### config.mk
export PLATFORM = sky130hd
export DESIGN_NAME = lfsr_rng
export DESIGN_NICKNAME = d
export VERILOG_FILES = /design/src/rtl/lfsr_rng.sv
export SDC_FILE = /design/constraint.sdc
export NUM_CORES = 1
export LEC_CHECK = 0
export CAP_MARGIN = 30
export CORE_ASPECT_RATIO = 1.4
export CORE_MARGIN = 1.5
export CORE_UTILIZATION = 50
export DETAILED_ROUTE_END_ITERATION = 8
export GPL_TIMING_DRIVEN = 0
export MAX_ROUTING_LAYER = met4
export PLACE_DENSITY_LB_ADDON = 0.05
export RECOVER_POWER = 100
export SKIP_LAST_GASP = 1
export SLEW_MARGIN = 40
export SYNTH_ARGS = -nofsm -noshare
export SYNTH_HDL_FRONTEND = slang
export SYNTH_SLANG_ARGS = --single-unit
### constraint.sdc
create_clock -name clock -period 4.32 [get_ports clock]
set_input_delay 0.864 -clock clock [delete_from_list [all_inputs] [get_ports clock]]
set_output_delay 0.864 -clock clock [all_outputs]
set_load 0.05 [all_outputs]
### src/rtl/lfsr_rng.sv
// Fibonacci LFSR random-word generator with a one-entry valid/ready output buffer.
// Optional drop counter output enabled by defining LFSR_RNG_DROP_CNT_EN.
module lfsr_rng #(
    parameter int              WIDTH  = 13,
    parameter logic [WIDTH-1:0] TAPS  = 13'h100D,
    parameter logic [WIDTH-1:0] SEED  = 13'h000F,
    parameter int              SHIFTS = 13
) (
    input  logic             clock,
    input  logic             reset,
    input  logic             enable,
    input  logic             seed_load,
    input  logic [WIDTH-1:0] seed_in,
    input  logic             out_ready,
    output logic             out_valid,
    output logic [WIDTH-1:0] rnd,
`ifdef LFSR_RNG_DROP_CNT_EN
    output logic [15:0]      drop_count,
`endif
    output logic [WIDTH-1:0] state
);

    localparam int             CW   = $clog2(SHIFTS + 1);
    localparam logic [CW-1:0] LAST = CW'(SHIFTS - 1);

    logic [CW-1:0]    count;
    logic             fb;
    logic [WIDTH-1:0] next_state;
    logic             lockup;
    logic             shift_en;
    logic             word_done;
    logic             accept;

    assign fb         = ^(state & TAPS);
    assign next_state = {state[WIDTH-2:0], fb};
    assign lockup     = (state == '0);
    assign shift_en   = enable && !seed_load && !lockup;
    assign word_done  = shift_en && (count == LAST);
    // A finished word is taken if the buffer is empty or being drained this edge.
    assign accept     = !out_valid || out_ready;

    always_ff @(posedge clock or posedge reset) begin
        if (reset) begin
            state <= SEED;
            count <= '0;
        end else if (seed_load) begin
            state <= (seed_in == '0) ? SEED : seed_in;
            count <= '0;
        end else if (lockup) begin
            state <= SEED;
            count <= '0;
        end else if (enable) begin
            state <= next_state;
            count <= (count == LAST) ? '0 : count + 1'b1;
        end
    end

    always_ff @(posedge clock or posedge reset) begin
        if (reset) begin
            rnd       <= '0;
            out_valid <= 1'b0;
        end else if (seed_load) begin
            out_valid <= 1'b0;
        end else if (word_done && accept) begin
            rnd       <= next_state;
            out_valid <= 1'b1;
        end else if (out_valid && out_ready) begin
            out_valid <= 1'b0;
        end
    end

`ifdef LFSR_RNG_DROP_CNT_EN
    logic dropped;
    assign dropped = word_done && !accept;

    always_ff @(posedge clock or posedge reset) begin
        if (reset) begin
            drop_count <= '0;
        end else if (seed_load) begin
            drop_count <= '0;
        end else if (dropped && drop_count != 16'hFFFF) begin
            drop_count <= drop_count + 16'd1;
        end
    end
`endif

endmodule

==> results of run 1 <==
-- critical path: stages --
cell and delay, ns:
sky130_fd_sc_hd__dlygate4sd3_1 0.56, sky130_fd_sc_hd__and4_1 0.23, sky130_fd_sc_hd__nand4_1 0.20, sky130_fd_sc_hd__clkbuf_1 0.53, sky130_fd_sc_hd__mux2_1 0.40
-- placed cells by master, fill, tap and decap left out, drive strengths merged, types with 2 or more instances in the layout --
master         netlist  routed
clkdlybuf4s50        0      14
nand2                9       9
o21ai                9       9
xnor2                2       2
mux2i               10      10
ha                   3       3
a21oi                8       8
nor2                12      12
nand3                2       2
dfstp                4       4
inv                  7       7
mux2                13      13
o2bb2ai              3       3
dfrtp               27      27
clkbuf               3      13
nor3                 2       2
dlygate4sd3          0      30
nor4                 4       4
-- metrics by stage --
step                hold slack [ns]  cell area [um^2]
finish                        0.490              2060
global route                  0.509              2060
floorplan                     0.555              1540
detailed placement            0.484              2030
global placement              0.478              2030
CTS                           0.503              2130
-- state kept, by name, summed over array words and instances, names as in the netlist --
signal	flops
out_valid	1
rnd	13
count	4
state	13
-- cell families (layout without fill, tap and decap cells) --
group / count (synthesis) / in the layout
DFF: 31 / 31
and+or+nand+nor: 34 / 34
muxes: 23 / 23
xor gates and xnor gates: 2 / 2
AOI/OAI and AO/OA: 26 / 26
buffers and inverters: 13 / 65
adders and majority gates: 3 / 3
-- cell type report --
cell class	count	area [um^2]	area share [%]
flip-flops and latches	31	781	37.9
multi-input cells	88	643	31.2
repair buffers	44	440	21.4
clock buffers	8	100	4.86
well taps	37	46.3	2.25
inverters	7	26.3	1.28
plain buffers	6	23.8	1.15
-- metal layers --
metal	up-vias	wire (um)	track usage, %
met5	-	0	-
met4	0	74	9.38
met3	7	99	4.53
met2	31	1910	42.8
met1	590	1440	24.8
li1	573	-	-
-- power breakdown --
part	internal [uW]	total (uW)	switching (uW)
sequential	309	332	22.5
clock	145	245	99.6
combinational	55.6	148	92.8
total	510	725	215
-- worst max-delay path by stage --
stage           endpoint  cells after the start
2_1_floorplan     rnd[0]                      7
3_3_place_gp   state[12]                      4
3_5_place_dp   state[12]                      4
4_1_cts         state[0]                      1
5_1_grt           rnd[1]                      5
6_report          rnd[1]                      5
==> reports/qor.tcl, run 1 <==
set qor(period_share_pct) 61.1
set qor(number_of_global_route_vias_before_repair) 1260
set qor(wl_per_cell_um) 16.0
set qor(route.detailed.drc) 0
set qor(synth_edf_count) 0
set qor(synth_ff_type) {sky130_fd_sc_hd__dfrtp_1}
set qor(worstSetupEndpointType) {flop}
set qor(initial_utilization_pct) 53.0
set qor(global_route_congestion_overflow_total) 0
set qor(synth_register_bits) 31
set qor(worst_pin_slew_ns) 1.14
set qor(grt_start_max_net_pins) 32
set qor(path_clk_slew_ns) 0.06
set qor(firstDrtPassIters) 4
set qor(first_iter_violations) 30
set qor(setup.worst_path.start) {enable}
set qor(floorplan.core_area_um2) 2910
set qor(static-leakage-power_uw) 0.000997
set qor(total_routing_usage_reported_by_global_routing_pct) 23.3
set qor(synth-compound-area-share_pct) 10.7
set qor(run_status) {finished clean}
set qor(port_buffers) 44
set qor(final-hold-violation-count) 0
set qor(final_cells) 221
set qor(filler_cell_count) 236
set qor(yosys.cell_types.count) 30
set qor(post_route_cells_drive_above_1_share_pct) 8.15
set qor(cp_data_arrival_time_ns) 2.79
set qor(synth.most_common_cell) {sky130_fd_sc_hd__dfrtp_1}
set qor(tritoncts.num_buffers) 5
set qor(post-cts-setup-buffers) 0
set qor(die_y_um) 68.7
set qor(grt_antenna_before_repair) 0
set qor(layout_min_cycle_time_ns) 2.64
set qor(worstPathRequired_ns) 4.47
set qor(hold-path-endpoint) {rnd[12]}
set qor(min_delay_path_depth) 1
set qor(min-delay-start) {rnd[12]}
set qor(synth_warnings) 0
set qor(xor_xnor_cell_area_share_of_the_yosys_netlist_pct) 1.14
set qor(setup_tns_ns) 0
set qor(post-route-worst-setup-slack_ns) 1.68
set qor(layout.core_utilization_pct) 70.9
set qor(cts-resized-gates) 0
set qor(via_per_inst) 5.43
set qor(grt_setup_unrepaired) {no}
set qor(cts.htree.levels) 2
set qor(ir_worst_vdd_uv) 304
set qor(r2r_setup_slack_ns) 1.97
set qor(synth_top_area_share_pct) 43.9
set qor(cts-hold-fix-buffers) 0
set qor(cts-root-to-sink-buffers) 2
set qor(fp.dieArea_um2) 3430
set qor(cap_viol_max_count) 0
set qor(drt.antenna.violating_nets) 0
set qor(finalWirelength_um) 3530
set qor(setup_viol_count_final) 0
set qor(proportion_of_synthesized_flip_flops_having_asynchronous_set_or_reset_pct) 100
set qor(finalMaxSlewViolations) 0
set qor(largest_family_of_logic_cells_by_synthesized_area) {multiplexers}
set qor(placement.setup.worst_slack_ns) 1.89
set qor(synth.mux.area_fraction_pct) 18.4
set qor(logic_depth_of_the_worst_register_to_register_path) 7
set qor(regToRegEndpoint) {rnd[1]}
set qor(max_clock_skew_ns) 0.00420
set qor(syn_nets) 153
set qor(post-layout-total-power_uw) 725
set qor(synth_top_cell_by_area) {sky130_fd_sc_hd__dfrtp_1}
set qor(slew_headroom_pct) 23.8
set qor(cts_tree) {yes}
set qor(synth_cells) 132
set qor(areaGrowthSynthToFinish_pct) 33.8
set qor(clock_sink_count) 31
set qor(gp_congestion) 0.754
set qor(ranking_of_synthesized_cells_by_area) {sky130_fd_sc_hd__dfrtp_1, sky130_fd_sc_hd__mux2_4, sky130_fd_sc_hd__dfstp_2, sky130_fd_sc_hd__mux2i_1, sky130_fd_sc_hd__o21ai_0}
set qor(kind_of_critical_path) {primary input to flop}
set qor(nNetsFinal) 204
set qor(timing.hold.worst.class) {flop to flop}
set qor(avgSynthCellArea_um2) 11.7
set qor(antenna_cells_inserted) 0
set qor(die_width_um) 49.9
set qor(grt_pass1_wl_um) 5720
set qor(post_synth_fa_ha_maj_area_fraction_pct) 2.44
set qor(placedCellCount) 213
set qor(powerDensity_nw_per_um2) 352
set qor(worst-path-max-fanout) 10
set qor(dpl.hpwl_um) 2620
set qor(max_clock_freq_mhz) 379
set qor(post_synth_and_or_nand_nor_area_fraction_pct) 12.2
set qor(clk-insertion-delay-late_ns) 0.28
set qor(fp-row-count) 23
set qor(num_io_pins) 45
set qor(synth_sequential_area_ratio_pct) 50.7
set qor(worst_setup_path_start_kind) {primary input}
set qor(crit-reg2reg-launch) {state[2]}
set qor(vias) 1201
set qor(cts.root.buffer_cell) {sky130_fd_sc_hd__clkbuf_8}
set qor(synth.top_cells.by_count) {sky130_fd_sc_hd__dfrtp_1, sky130_fd_sc_hd__nor2_1, sky130_fd_sc_hd__mux2_4, sky130_fd_sc_hd__mux2i_1}
set qor(netlist_area_um2) 1540
(Power assumes the default switching activity.)
==> run 2, diff against run 1 <==
--- a/config.mk
+++ b/config.mk
@@ -8,7 +8,7 @@
 export CAP_MARGIN = 30
 export CORE_ASPECT_RATIO = 1.4
 export CORE_MARGIN = 1.5
-export CORE_UTILIZATION = 50
+export CORE_UTILIZATION = 47
 export DETAILED_ROUTE_END_ITERATION = 8
 export GPL_TIMING_DRIVEN = 0
 export MAX_ROUTING_LAYER = met4
==> constraint.sdc (replaced) <==
create_clock -name clock -period 2.55 [get_ports clock]
set_input_delay 0.51 -clock clock [delete_from_list [all_inputs] [get_ports clock]]
set_output_delay 0.51 -clock clock [all_outputs]
set_load 0.05 [all_outputs]
==> reports/qor.tcl, run 2 (synthesis results as in run 1) <==
set qor(cts_tree) {yes}
set qor(first_iter_violations) 25 ;# -17%
set qor(timing.hold.worst.class) {flop to flop}
set qor(cts-resized-gates) 0 ;# unchanged
set qor(route.detailed.drc) 0 ;# unchanged
set qor(critical_path.n_buffers_inverters) 1 ;# -1
set qor(grt_antenna_before_repair) 0 ;# unchanged
set qor(drt.antenna.violating_nets) 0 ;# unchanged
set qor(setup_tns_ns) 0 ;# unchanged
set qor(floorplan.core_area_um2) 3120 ;# +7.4%
set qor(layout_min_cycle_time_ns) 2.29
set qor(grt_start_max_net_pins) 32 ;# unchanged
set qor(port_buffers) 44 ;# unchanged
set qor(num_io_pins) 45 ;# unchanged
set qor(grt_setup_unrepaired) {no}
set qor(mostFrequentLayoutCell) {sky130_fd_sc_hd__dlygate4sd3_1}
set qor(post-cts-setup-buffers) 0 ;# unchanged
set qor(layout.core_utilization_pct) 66.9 ;# -4.0 points
set qor(slew_headroom_pct) 21.5 ;# -2.3 points
set qor(crit-reg2reg-launch) {state[2]}
set qor(finalHoldWorstSlack_ns) 0.485 ;# -0.00527 ns
set qor(wl_per_cell_um) 15.7 ;# -1.5%
set qor(worst_pin_slew_ns) 1.18 ;# +0.0343 ns
set qor(clock_sink_count) 31 ;# unchanged
set qor(cts-root-to-sink-buffers) 2 ;# unchanged
set qor(firstDrtPassIters) 4 ;# unchanged
set qor(max_clock_freq_mhz) 437
set qor(cp_num_cells) 1 ;# -4
set qor(static-leakage-power_uw) 0.00101 ;# +1.5%
set qor(layout.cells.most_common_list) {sky130_fd_sc_hd__dlygate4sd3_1, sky130_fd_sc_hd__dfrtp_1, sky130_fd_sc_hd__clkdlybuf4s50_1}
set qor(kind_of_critical_path) {flop to primary output}
set qor(grt_pass1_wl_um) 5690 ;# -0.49%
set qor(min_delay_path_depth) 1 ;# unchanged
set qor(final-hold-violation-count) 0 ;# unchanged
set qor(finalMaxSlewViolations) 0 ;# unchanged
set qor(cap_viol_max_count) 0 ;# unchanged
set qor(global_route_congestion_overflow_total) 0 ;# unchanged
set qor(regToRegEndpoint) {rnd[3]}
set qor(placement.setup.worst_slack_ns) 0.474 ;# -1.41 ns
set qor(min-delay-start) {rnd[2]}
set qor(cpLargestDelayFamily) {buffers and inverters}
set qor(nNetsFinal) 204 ;# unchanged
set qor(areaGrowthSynthToFinish_pct) 35.7
set qor(cts-hold-fix-buffers) 0 ;# unchanged
set qor(filler_cell_count) 274 ;# +16%
set qor(setup_viol_count_final) 0 ;# unchanged
set qor(initial_utilization_pct) 49.3 ;# -3.7 points
set qor(register_area_um2) 781 ;# unchanged
set qor(finalWirelength_um) 3510 ;# -0.65%
set qor(period_share_pct) 89.8
set qor(tritoncts.num_buffers) 5 ;# unchanged
set qor(placedCellCount) 215 ;# +0.94%
set qor(r2r_setup_slack_ns) 0.39 ;# -1.58 ns
set qor(die_y_um) 70.7 ;# +3.0%
set qor(logic_depth_of_the_worst_register_to_register_path) 7 ;# unchanged
set qor(dpl.hpwl_um) 2590 ;# -1.2%
set qor(post_route_cells_drive_above_1_share_pct) 7.61 ;# -0.54 points
set qor(path_clk_slew_ns) 0.07 ;# about the same
set qor(fp-row-count) 24 ;# +4.3%
set qor(multi_input_area_um2) 637 ;# -0.97%
set qor(cts.htree.levels) 2 ;# unchanged
set qor(cts.root.buffer_cell) {sky130_fd_sc_hd__clkbuf_8}
set qor(worstSetupEndpointType) {primary output}
set qor(via_per_inst) 5.55 ;# +2.2%
set qor(number_of_global_route_vias_before_repair) 1211 ;# -3.9%
set qor(post-route-worst-setup-slack_ns) 0.261 ;# -1.42 ns
set qor(largest_registers) {rnd: 13 flops, state: 13 flops, count: 4 flops}
set qor(run_status) {finished clean}
set qor(slowest_library_cell_on_the_worst_path) {sky130_fd_sc_hd__dlygate4sd3_1}
set qor(total_routing_usage_reported_by_global_routing_pct) 21.8 ;# -1.5 points
set qor(vias) 1238 ;# +3.1%
set qor(clk-insertion-delay-late_ns) 0.29 ;# about the same
set qor(worstPathRequired_ns) 2.04 ;# -2.43 ns
set qor(gp_congestion) 0.794 ;# +5.4%
set qor(critical_path.max_stage_delay_ns) 0.89 ;# +0.33 ns
set qor(final_cells) 223 ;# +0.90%
set qor(antenna_cells_inserted) 0 ;# unchanged
set qor(critical_path.cell_chain) {dlygate4sd3_1}
set qor(powerDensity_nw_per_um2) 629 ;# +79%
set qor(ir_worst_vdd_uv) 432 ;# +42%
set qor(worst-path-max-fanout) 6 ;# -4
set qor(die_width_um) 51.4 ;# +3.0%
set qor(cp_data_arrival_time_ns) 1.78 ;# -1.01 ns
set qor(worst_setup_path_start_kind) {flop}
set qor(max_clock_skew_ns) 0.00568 ;# +0.00148 ns
set qor(fp.dieArea_um2) 3630 ;# +6.1%
set qor(hold-path-endpoint) {rnd[2]}
==> run 2: how the worst max path moves through the flow <==
| stage | from | to | slack (ns) |
|---|---|---|---|
| final | state[0] | state[0] | 0.26 |
| after global routing | state[2] | state[2] | 0.22 |
| after CTS | state[0] | state[0] | 0.32 |
| after detailed placement | seed_load | state[12] | 0.47 |
| after global placement | seed_load | state[12] | 0.48 |
| after floorplan | state[2] | rnd[0] | 0.53 |
==> run 2: power by group <==
| part | switching, uW | internal, uW |
|---|---|---|
| Clock | 186 | 316 |
| Combinational | 157 | 93.6 |
| Sequential | 38.1 | 523 |
| Total | 382 | 932 |
==> run 2: final cells by class <==
cell class / count / area share [%]
repair buffers: 44 / 21.1
plain buffers: 6 / 1.86
clock inverters: 2 / 1.68
inverters: 7 / 1.26
flip-flops and latches: 31 / 37.4
well taps: 39 / 2.34
multi-input cells: 88 / 30.5
clock buffers: 6 / 3.95
==> run 2: per-stage QoR <==
stage / area [um^2] / total power, uW
3_5_place_dp: 2030 / 836
2_1_floorplan: 1540 / 728
5_1_grt: 2090 / 1360
4_1_cts: 2150 / 1340
6_report: 2090 / 1310
3_3_place_gp: 2030 / 830
==> run 2: routing by layer <==
layer	GRT usage (%)	up-vias	share of wire, %
met5	-	-	0
met4	8.77	0	1.8
met3	5.70	9	4.4
met2	33.8	38	50
met1	27.1	615	44
li1	-	576	-
